File: src/rtl/rr_arb8_if.sv
// rr_arb8_if: request/grant bundle between the requesters (master) and the
// 8-way round-robin arbiter (slave).
interface rr_arb8_if;
  logic [7:0] Req;
  logic       Done;
  logic [7:0] Gnt;
  logic [2:0] GntIdx;
  logic       GntValid;
  logic       Timeout;

  // Requester side: drives requests and release, observes the grant.
  modport master (
    output Req,
    output Done,
    input  Gnt,
    input  GntIdx,
    input  GntValid,
    input  Timeout
  );

  // Arbiter side: observes requests and release, drives the grant.
  modport slave (
    input  Req,
    input  Done,
    output Gnt,
    output GntIdx,
    output GntValid,
    output Timeout
  );
endinterface

File: src/rtl/rr_arb8.sv
// rr_arb8: 8-requester round-robin arbiter with a two-state IDLE/OWNED FSM.
// A grant is held until the owner pulses Done or drops its request; the
// search pointer then moves past the owner, and one idle cycle always
// separates consecutive grants.
// Optional feature macro: RR_ARB8_TIMEOUT_EN adds a hold counter that
// force-releases a grant after TIMEOUT_CYCLES cycles and pulses Timeout.
module rr_arb8 #(
  parameter int unsigned TIMEOUT_CYCLES = 16
) (
  input  logic       Clk,
  input  logic       Rst,
  rr_arb8_if.slave   bus
);

  localparam int unsigned N     = 8;
  localparam int unsigned IDX_W = 3;

  typedef enum logic {
    IDLE  = 1'b0,
    OWNED = 1'b1
  } state_e;

  state_e           state_q, state_d;
  logic [IDX_W-1:0] ptr_q, ptr_d;
  logic [IDX_W-1:0] gnt_idx_q, gnt_idx_d;
  logic [N-1:0]     gnt_q, gnt_d;
  logic             gnt_valid_q, gnt_valid_d;
  logic             timeout_q, timeout_d;

  logic             found_c;
  logic [IDX_W-1:0] pick_c;
  logic [IDX_W-1:0] cand_c;
  logic             release_c;
  logic             expire_c;

  // A zero hold limit has no meaningful behaviour; reject it at elaboration.
  if (TIMEOUT_CYCLES == 0) begin : g_bad_timeout
    $error("rr_arb8: TIMEOUT_CYCLES must be at least 1");
  end

  // First set request searching upward from ptr_q with wrap-around.
  always_comb begin
    found_c = 1'b0;
    pick_c  = ptr_q;
    cand_c  = ptr_q;
    for (int unsigned i = 0; i < N; i++) begin
      cand_c = ptr_q + IDX_W'(i);
      if (!found_c && bus.Req[cand_c]) begin
        found_c = 1'b1;
        pick_c  = cand_c;
      end
    end
  end

  assign release_c = bus.Done || !bus.Req[gnt_idx_q];

`ifdef RR_ARB8_TIMEOUT_EN
  localparam int unsigned CNT_W = (TIMEOUT_CYCLES > 2) ? $clog2(TIMEOUT_CYCLES) : 1;

  logic [CNT_W-1:0] hold_cnt_q, hold_cnt_d;

  assign expire_c = (hold_cnt_q == CNT_W'(TIMEOUT_CYCLES - 1));

  // Hold counter: zero on entry to OWNED, counts every cycle the grant stays.
  always_comb begin
    hold_cnt_d = '0;
    if (state_q == OWNED && state_d == OWNED) begin
      hold_cnt_d = hold_cnt_q + CNT_W'(1);
    end
  end

  // Hold counter register.
  always_ff @(posedge Clk or posedge Rst) begin
    if (Rst) begin
      hold_cnt_q <= '0;
    end else begin
      hold_cnt_q <= hold_cnt_d;
    end
  end
`else
  assign expire_c = 1'b0;
`endif

  // Next-state and registered-output logic; a normal release beats expiry.
  always_comb begin
    state_d     = state_q;
    ptr_d       = ptr_q;
    gnt_idx_d   = gnt_idx_q;
    gnt_d       = gnt_q;
    gnt_valid_d = gnt_valid_q;
    timeout_d   = 1'b0;
    case (state_q)
      IDLE: begin
        if (found_c) begin
          state_d     = OWNED;
          gnt_idx_d   = pick_c;
          gnt_d       = N'(1) << pick_c;
          gnt_valid_d = 1'b1;
        end
      end
      OWNED: begin
        if (release_c || expire_c) begin
          state_d     = IDLE;
          ptr_d       = gnt_idx_q + IDX_W'(1);
          gnt_idx_d   = '0;
          gnt_d       = '0;
          gnt_valid_d = 1'b0;
          timeout_d   = !release_c && expire_c;
        end
      end
      default: begin
        state_d     = IDLE;
        gnt_idx_d   = '0;
        gnt_d       = '0;
        gnt_valid_d = 1'b0;
      end
    endcase
  end

  // State and output registers, cleared asynchronously by Rst.
  always_ff @(posedge Clk or posedge Rst) begin
    if (Rst) begin
      state_q     <= IDLE;
      ptr_q       <= '0;
      gnt_idx_q   <= '0;
      gnt_q       <= '0;
      gnt_valid_q <= 1'b0;
      timeout_q   <= 1'b0;
    end else begin
      state_q     <= state_d;
      ptr_q       <= ptr_d;
      gnt_idx_q   <= gnt_idx_d;
      gnt_q       <= gnt_d;
      gnt_valid_q <= gnt_valid_d;
      timeout_q   <= timeout_d;
    end
  end

  assign bus.Gnt      = gnt_q;
  assign bus.GntIdx   = gnt_idx_q;
  assign bus.GntValid = gnt_valid_q;
  assign bus.Timeout  = timeout_q;

endmodule

File: src/flat_wrapper.sv
// flat-port wrapper written by rule: the top's interface ports become plain ports
module rr_arb8_flat 
#(
  parameter int unsigned TIMEOUT_CYCLES = 16
)
  (Clk, Rst, bus_Req, bus_Done, bus_Gnt, bus_GntIdx, bus_GntValid, bus_Timeout);
  rr_arb8_if bus_i ();
  input  logic Clk;
  input  logic Rst;
  input wire logic [$bits(bus_i.Req)-1:0] bus_Req;
  input wire logic [$bits(bus_i.Done)-1:0] bus_Done;
  output wire logic [$bits(bus_i.Gnt)-1:0] bus_Gnt;
  output wire logic [$bits(bus_i.GntIdx)-1:0] bus_GntIdx;
  output wire logic [$bits(bus_i.GntValid)-1:0] bus_GntValid;
  output wire logic [$bits(bus_i.Timeout)-1:0] bus_Timeout;
  assign bus_i.Req = bus_Req;
  assign bus_i.Done = bus_Done;
  assign bus_Gnt = bus_i.Gnt;
  assign bus_GntIdx = bus_i.GntIdx;
  assign bus_GntValid = bus_i.GntValid;
  assign bus_Timeout = bus_i.Timeout;
  rr_arb8 #(.TIMEOUT_CYCLES(TIMEOUT_CYCLES)) u_core (.Clk(Clk), .Rst(Rst), .bus(bus_i));
endmodule
File: config.mk
export PLATFORM = sky130hd
export DESIGN_NAME = rr_arb8_flat
export DESIGN_NICKNAME = d
export VERILOG_FILES = /design/src/rtl/rr_arb8_if.sv /design/src/rtl/rr_arb8.sv /design/src/flat_wrapper.sv
export SDC_FILE = /design/constraint.sdc
export NUM_CORES = 1
export LEC_CHECK = 0
export ABC_AREA = 1
export CORE_ASPECT_RATIO = 1.1
export CORE_MARGIN = 2
export CORE_UTILIZATION = 25
export DETAILED_ROUTE_END_ITERATION = 16
export HOLD_SLACK_MARGIN = 0.1
export PLACE_DENSITY = 0.51
export RECOVER_POWER = 50
export SYNTH_ARGS = -nofsm -noshare
export SYNTH_HDL_FRONTEND = slang
export SYNTH_SLANG_ARGS = --single-unit
export TNS_END_PERCENT = 10
File: constraint.sdc
create_clock -name Clk -period 2.8 [get_ports Clk]
set_input_delay 0.7 -clock Clk [delete_from_list [all_inputs] [get_ports Clk]]
set_output_delay 0.7 -clock Clk [all_outputs]
set_load 0.01 [all_outputs]
-- After elaboration in Yosys (flattened, before gate mapping)
Index checks and enable logic that the tools add are counted.
- bits in registers: 16
- latch bits: 0
- bits in writable memories: 0
- ROM bits: 0
- logic and storage cells: 89
- memories kept: 0
- $add $sub $neg: 8
- $mul: 0
- div/mod/pow operators: 0
- $lt $le $gt $ge: 9
- equality and inequality tests: 2
- shift-type cells: 1
- muxes and demuxes: 45
- bitwise logic cells: 1
- reduce and logical (&&, ||, !) cells: 18
- operators with widths (cell ; count):
    3-bit by 4-bit < comparator with 1-bit output (second input constant) ; 9
    1-bit binary-select mux with 3-bit select ; 9
    3-bit two-way mux ; 9
    1-bit two-way mux ; 21
    8-bit two-way mux ; 2
    8-bit one-hot mux with 2 select lines ; 1
    3-bit adder (second input constant) ; 4
    1-bit zero test ; 8
    1-bit by 3-bit left shift with 8-bit output (first input constant) ; 1
    1-bit logical AND ; 7
    3-bit by 1-bit adder with 3-bit output (second input constant) ; 2
    3-bit by 2-bit adder with 3-bit output (second input constant) ; 2
    3-bit one-hot mux with 2 select lines ; 1
    1-bit one-hot mux with 2 select lines ; 2
    2-bit AND reduction ; 2
    2-bit by 1-bit != test with 1-bit output (second input constant) ; 1
    2-bit != test (second input constant) ; 1
    1-bit logical OR ; 1
    1-bit inverter ; 1

-- Longest topological paths before layout
- depth in word-level cells: 27
- gate-level depth with buffers: 21
- gate-level depth less buffers: 20

-- Worst setup path before layout
OpenSTA, ideal clock, no wires.
- path type: register to register
- start point: register u_core.ptr_q[0]
- end point: register u_core.gnt_idx_q[1], in the netlist u_core.bus.GntIdx[1]
- data arrival time: 2.310 ns
- setup slack: 0.369 ns
- stages on the path, launching flop included: 16
- path buffers: 2
- period minus slack after synthesis: 2.431 ns
- cells stage by stage: dfrtp_1 inv_2 buf_6 ha_1 inv_1 nand3_1 nand3_2 nand2_4 nor2_4 nand4_4 nor2_4 nand2_1 nor2_2 nor2_2 buf_6 a22o_1
- cells in the longest elaborated chain, start to end: 26
- elaborated cells between the ends (all ways): 56
- those cells by class: add/sub: 7; eq/ne: 1; mux: 33; reduce/logical: 15
- ends and longest elaborated chain (item ; line ; RTL):
    start, declared ; rr_arb8.sv:24 ; logic [IDX_W-1:0] ptr_q, ptr_d;
    start signal, assigned ; rr_arb8.sv:131 ; ptr_q <= ptr_d;
    branches (longest 26 deep; another with 3-bit by 1-bit adder with 3-bit output) ; n/a ;
    end signal, assigned ; rr_arb8.sv:132 ; gnt_idx_q <= gnt_idx_d;
    end, declared ; rr_arb8.sv:25 ; logic [IDX_W-1:0] gnt_idx_q, gnt_idx_d;
Several ways; the timed one is not identified. The select of a mux whose other input is x is not followed.
A chain may end at the register's enable or synchronous reset.

-- Worst setup path in the final report
- start point: input port bus_Req[3]
- end point: register u_core.gnt_idx_q[0], in the netlist u_core.bus.GntIdx[0]
- cells in the longest elaborated chain, start to end: 26
- elaborated cells between the ends (all ways): 54
- those cells by class: eq/ne: 2; mux: 35; reduce/logical: 17
- ends and longest elaborated chain (item ; line ; RTL):
    start, declared ; flat_wrapper.sv:10 ; input wire logic [$bits(bus_i.Req)-1:0] bus_Req;
    1-bit binary-select mux with 3-bit select ; rr_arb8.sv:48 ; if (!found_c && bus.Req[cand_c]) begin
    1-bit two-way mux (implied by the code) ; rr_arb8.sv:48 ;
    1-bit two-way mux ; rr_arb8.sv:48 ;
    1-bit zero test ; rr_arb8.sv:48 ;
    1-bit logical AND ; rr_arb8.sv:48 ;
    1-bit two-way mux ; rr_arb8.sv:48 ;
    1-bit zero test ; rr_arb8.sv:48 ;
    1-bit logical AND ; rr_arb8.sv:48 ;
    (+10 left out) ; n/a ;
    1-bit zero test ; rr_arb8.sv:48 ;
    1-bit logical AND ; rr_arb8.sv:48 ;
    1-bit two-way mux ; rr_arb8.sv:48 ;
    1-bit zero test ; rr_arb8.sv:48 ;
    1-bit logical AND ; rr_arb8.sv:48 ;
    3-bit two-way mux or 1-bit two-way mux (tied branches) ; rr_arb8.sv:48 ;
    3-bit two-way mux or 2-bit by 1-bit != test with 1-bit output (tied branches) ; n/a ;
    3-bit one-hot mux with 2 select lines or 2-bit AND reduction (tied branches) ; n/a ;
Several ways; a longest one is shown, not always the timed one. The select of a mux whose other input is x is not followed.

==> flow_summary_export.csv <==
group,metric,value,unit
synthesis,synth_area,1610,um2
sta,finalCritPeriodShare,92.4,%
clock_tree,cts_sinks,16,
synthesis,synth_top_family_by_area,"simple AND/OR/NAND/NOR gates",
cells_and_area,seq_area,400,um2
synthesis,syn_inst,244,
synthesis,syn_nets,258,
sta,max_slew_margin,59.4,%
sta,worst_pin_slew,608,ps
setup_path,crit_arrival,2760,ps
clock_tree,cts-buffers-inserted,3,
cells_and_area,final_cell_mix,"95 x nand2_1, 37 x nand3_1, 20 x buf_4, 16 x clkdlybuf4s50_1, 16 x dfrtp_1",
floorplan,rows,30,
synthesis,synth.area.mux_share,1.25,%
min_path,min_from,"u_core.bus.Gnt[0]",
setup_path,path_max_fanout,12,
detailed_routing,post_drt_wl_per_cell,11.6,um
global_route,grt_max_degree,17,
sta,setup_violations,0,
detailed_routing,drt_iter0_markers,77,
clock_tree,cts_post_setup_buffers_inserted,0,
setup_path,required,2970,ps
synthesis,avgSynthCellArea,6.59,um2
detailed_routing,dr.pass1.iters,4,
job,drv_cap,0,
setup_path,path_class,"primary input to flip-flop",
global_route,grt_pass1_wl,7.45,mm
clock_tree,clk_pin_slew,60,ps
setup_path,reg2reg_to,"u_core.bus.GntIdx[0]",
clock_tree,root_buffer,"clkbuf_8",
clock_tree,htreeDepth,1,
min_path,min_path_type,"flip-flop to flip-flop",
clock_tree,hold_buffers,0,
synthesis,yosys_warnings,0,
sta,max_freq,386,MHz
detailed_routing,drc_errors,0,
detailed_routing,vias,1662,
place,dp_cells,361,
detailed_routing,routed_via_density,4.55,
floorplan,die_y,88.1,um
cells_and_area,syn_to_final_growth,29.9,%
sta,hold_viol,0,
place,finalWeightedCongestion,0.814,
min_path,holdPathStages,2,
detailed_routing,routed_wl,4.24,mm
sta,worst_hold_slack,481,ps
cells_and_area,antenna_cells,0,
synthesis,synth_xor_area_share,1.09,%
setup_path,critical_path.startpoint_type,"primary input",
floorplan,fp.dieArea,7090,um2
global_route,overflow,0,
cells_and_area,num-fill-cells,692,
clock_tree,post_cts_resized,0,
setup_path,reg2reg_from,"u_core.ptr_q[0]",
setup_path,rr_worst_depth,15,
synthesis,synthAdderAreaFrac,2.33,%
synthesis,synthSimpleGateAreaFrac,54.6,%
synthesis,synth_compound_gate_area_share,7.47,%
clock_tree,cts_tree,"yes",
global_route,grt.total_usage,13.4,%
synthesis,ys_ff_latch,16,
cells_and_area,layout_commonest_cell,"nand2_1",
cells_and_area,instances_no_fill,365,
sta,drv_slew,0,
sta,skew,1.47,ps
floorplan,start_util,26.0,%
clock_tree,clock_latency,250,ps
cells_and_area,final_layout_size_suffix_gt1_share,22.5,%
setup_path,crit_path_end_kind,"flip-flop",
global_route,antenna_found_initial,0,
place,place.port_buffers,22,
cells_and_area,layout.nets,300,
sta,fin_crit,2590,ps
synthesis,synth.yosys.seq_area_share,24.9,%
outcome,status,"finished clean",
detailed_routing,ant_nets,0,
global_route,grt_pass1_vias,1619,
floorplan,die_w,80.5,um
floorplan,core_area,6190,um2
synthesis,synth_cell_types,32,
place,hpwlAfterDp,3.56,mm
floorplan,ios,24,
cells_and_area,multi_input_area,1080,um2
clock_tree,clk_path_buf_depth,2,
setup_path,r2r_slack,340,ps
min_path,min_to,"u_core.bus.Gnt[0]",
sta,rsz0062_at_grt,"false",
## layer usage
metal | GRT usage (%) | wire length (um) | up-vias
met5 | 0 | 0 | -
met4 | 4.16 | 50 | 0
met3 | 0.722 | 77 | 5
met2 | 23.3 | 2020 | 24
met1 | 17.8 | 2100 | 750
li1 | - | - | 883
## synthesized netlist by cell type (all sizes together)
cell / n / area [um2]
nand2: 106 / 435
nand3: 45 / 265
inv: 23 / 86.3
dfrtp: 16 / 400
nor2: 15 / 105
nand4: 7 / 58.8
o21ai: 7 / 35.0
buf: 5 / 45.0
a21oi: 4 / 27.5
ha: 3 / 37.5
mux2i: 2 / 20.0
o221ai: 2 / 17.5
a22o: 1 / 8.76
a31oi: 1 / 6.26
conb: 1 / 3.75
nand3b: 1 / 7.51
nor3: 1 / 5.00
o21bai: 1 / 18.8
o22ai: 1 / 6.26
xnor2: 1 / 8.76
xor2: 1 / 8.76
## registers in the layout (all words and copies together), names as in the netlist
signal and flops:
u_core.state_q 1, u_core.bus.GntIdx 3, u_core.bus.Gnt 8, u_core.ptr_q 3, u_core.bus.GntValid 1
## area by class of cell
class | instances | share of cell area, %
Tap cell | 80 | 4.79
Timing Repair Buffer | 42 | 17.7
Multi-Input combinational cell | 200 | 51.5
Inverter | 23 | 4.13
Clock buffer | 4 | 2.64
Sequential cell | 16 | 19.2
## worst max-delay path, stage by stage
cell,delay [ps]
clkdlybuf4s50_1,530
nand2_1,90
nand3_1,110
nand2_1,70
nand2_1,90
nand2_2,80
nand4_4,120
nor2_4,50
nand2_1,70
nor2_2,50
nor2_2,440
inv_1,160
o22ai_1,210
## metrics by stage
step | setup slack, ps | TNS (ps) | cell area [um2] | util [%]
after floorplan | 369 | 0 | 1610 | -
after global placement | -66.6 | -75.2 | 2030 | 32.8
after detailed placement | -54.2 | -89.3 | 2030 | 32.8
after CTS | 204 | 0 | 2090 | 33.7
after global routing | 1.95 | 0 | 2090 | 33.7
final | 213 | 0 | 2090 | 33.7
## worst max path at each step
| stage | from | endpoint | slack, ps | cells past startpoint |
|---|---|---|---|---|
| floorplan | u_core.ptr_q[0] | u_core.bus.GntIdx[1] | 370 | 15 |
| global placement | bus_Req[4] | u_core.bus.GntIdx[0] | -70 | 13 |
| detailed placement | bus_Req[7] | u_core.bus.GntIdx[0] | -50 | 13 |
| CTS | bus_Req[7] | u_core.bus.GntIdx[0] | 200 | 13 |
| global route | bus_Req[7] | u_core.bus.GntIdx[0] | 2 | 11 |
| finish | bus_Req[3] | u_core.bus.GntIdx[0] | 210 | 13 |
## cell families after synthesis
kind of cell	count (synthesis)
adders and majority gates	3
DFF	16
other	1
AOI/OAI and AO/OA	17
xor gates and xnor gates	2
muxes	2
buffers and inverters	28
and+or+nand+nor	175
Power is left out: the tool's default activity adds up to more than one toggle a clock period on the data nets, which glitch-free logic cannot reach.
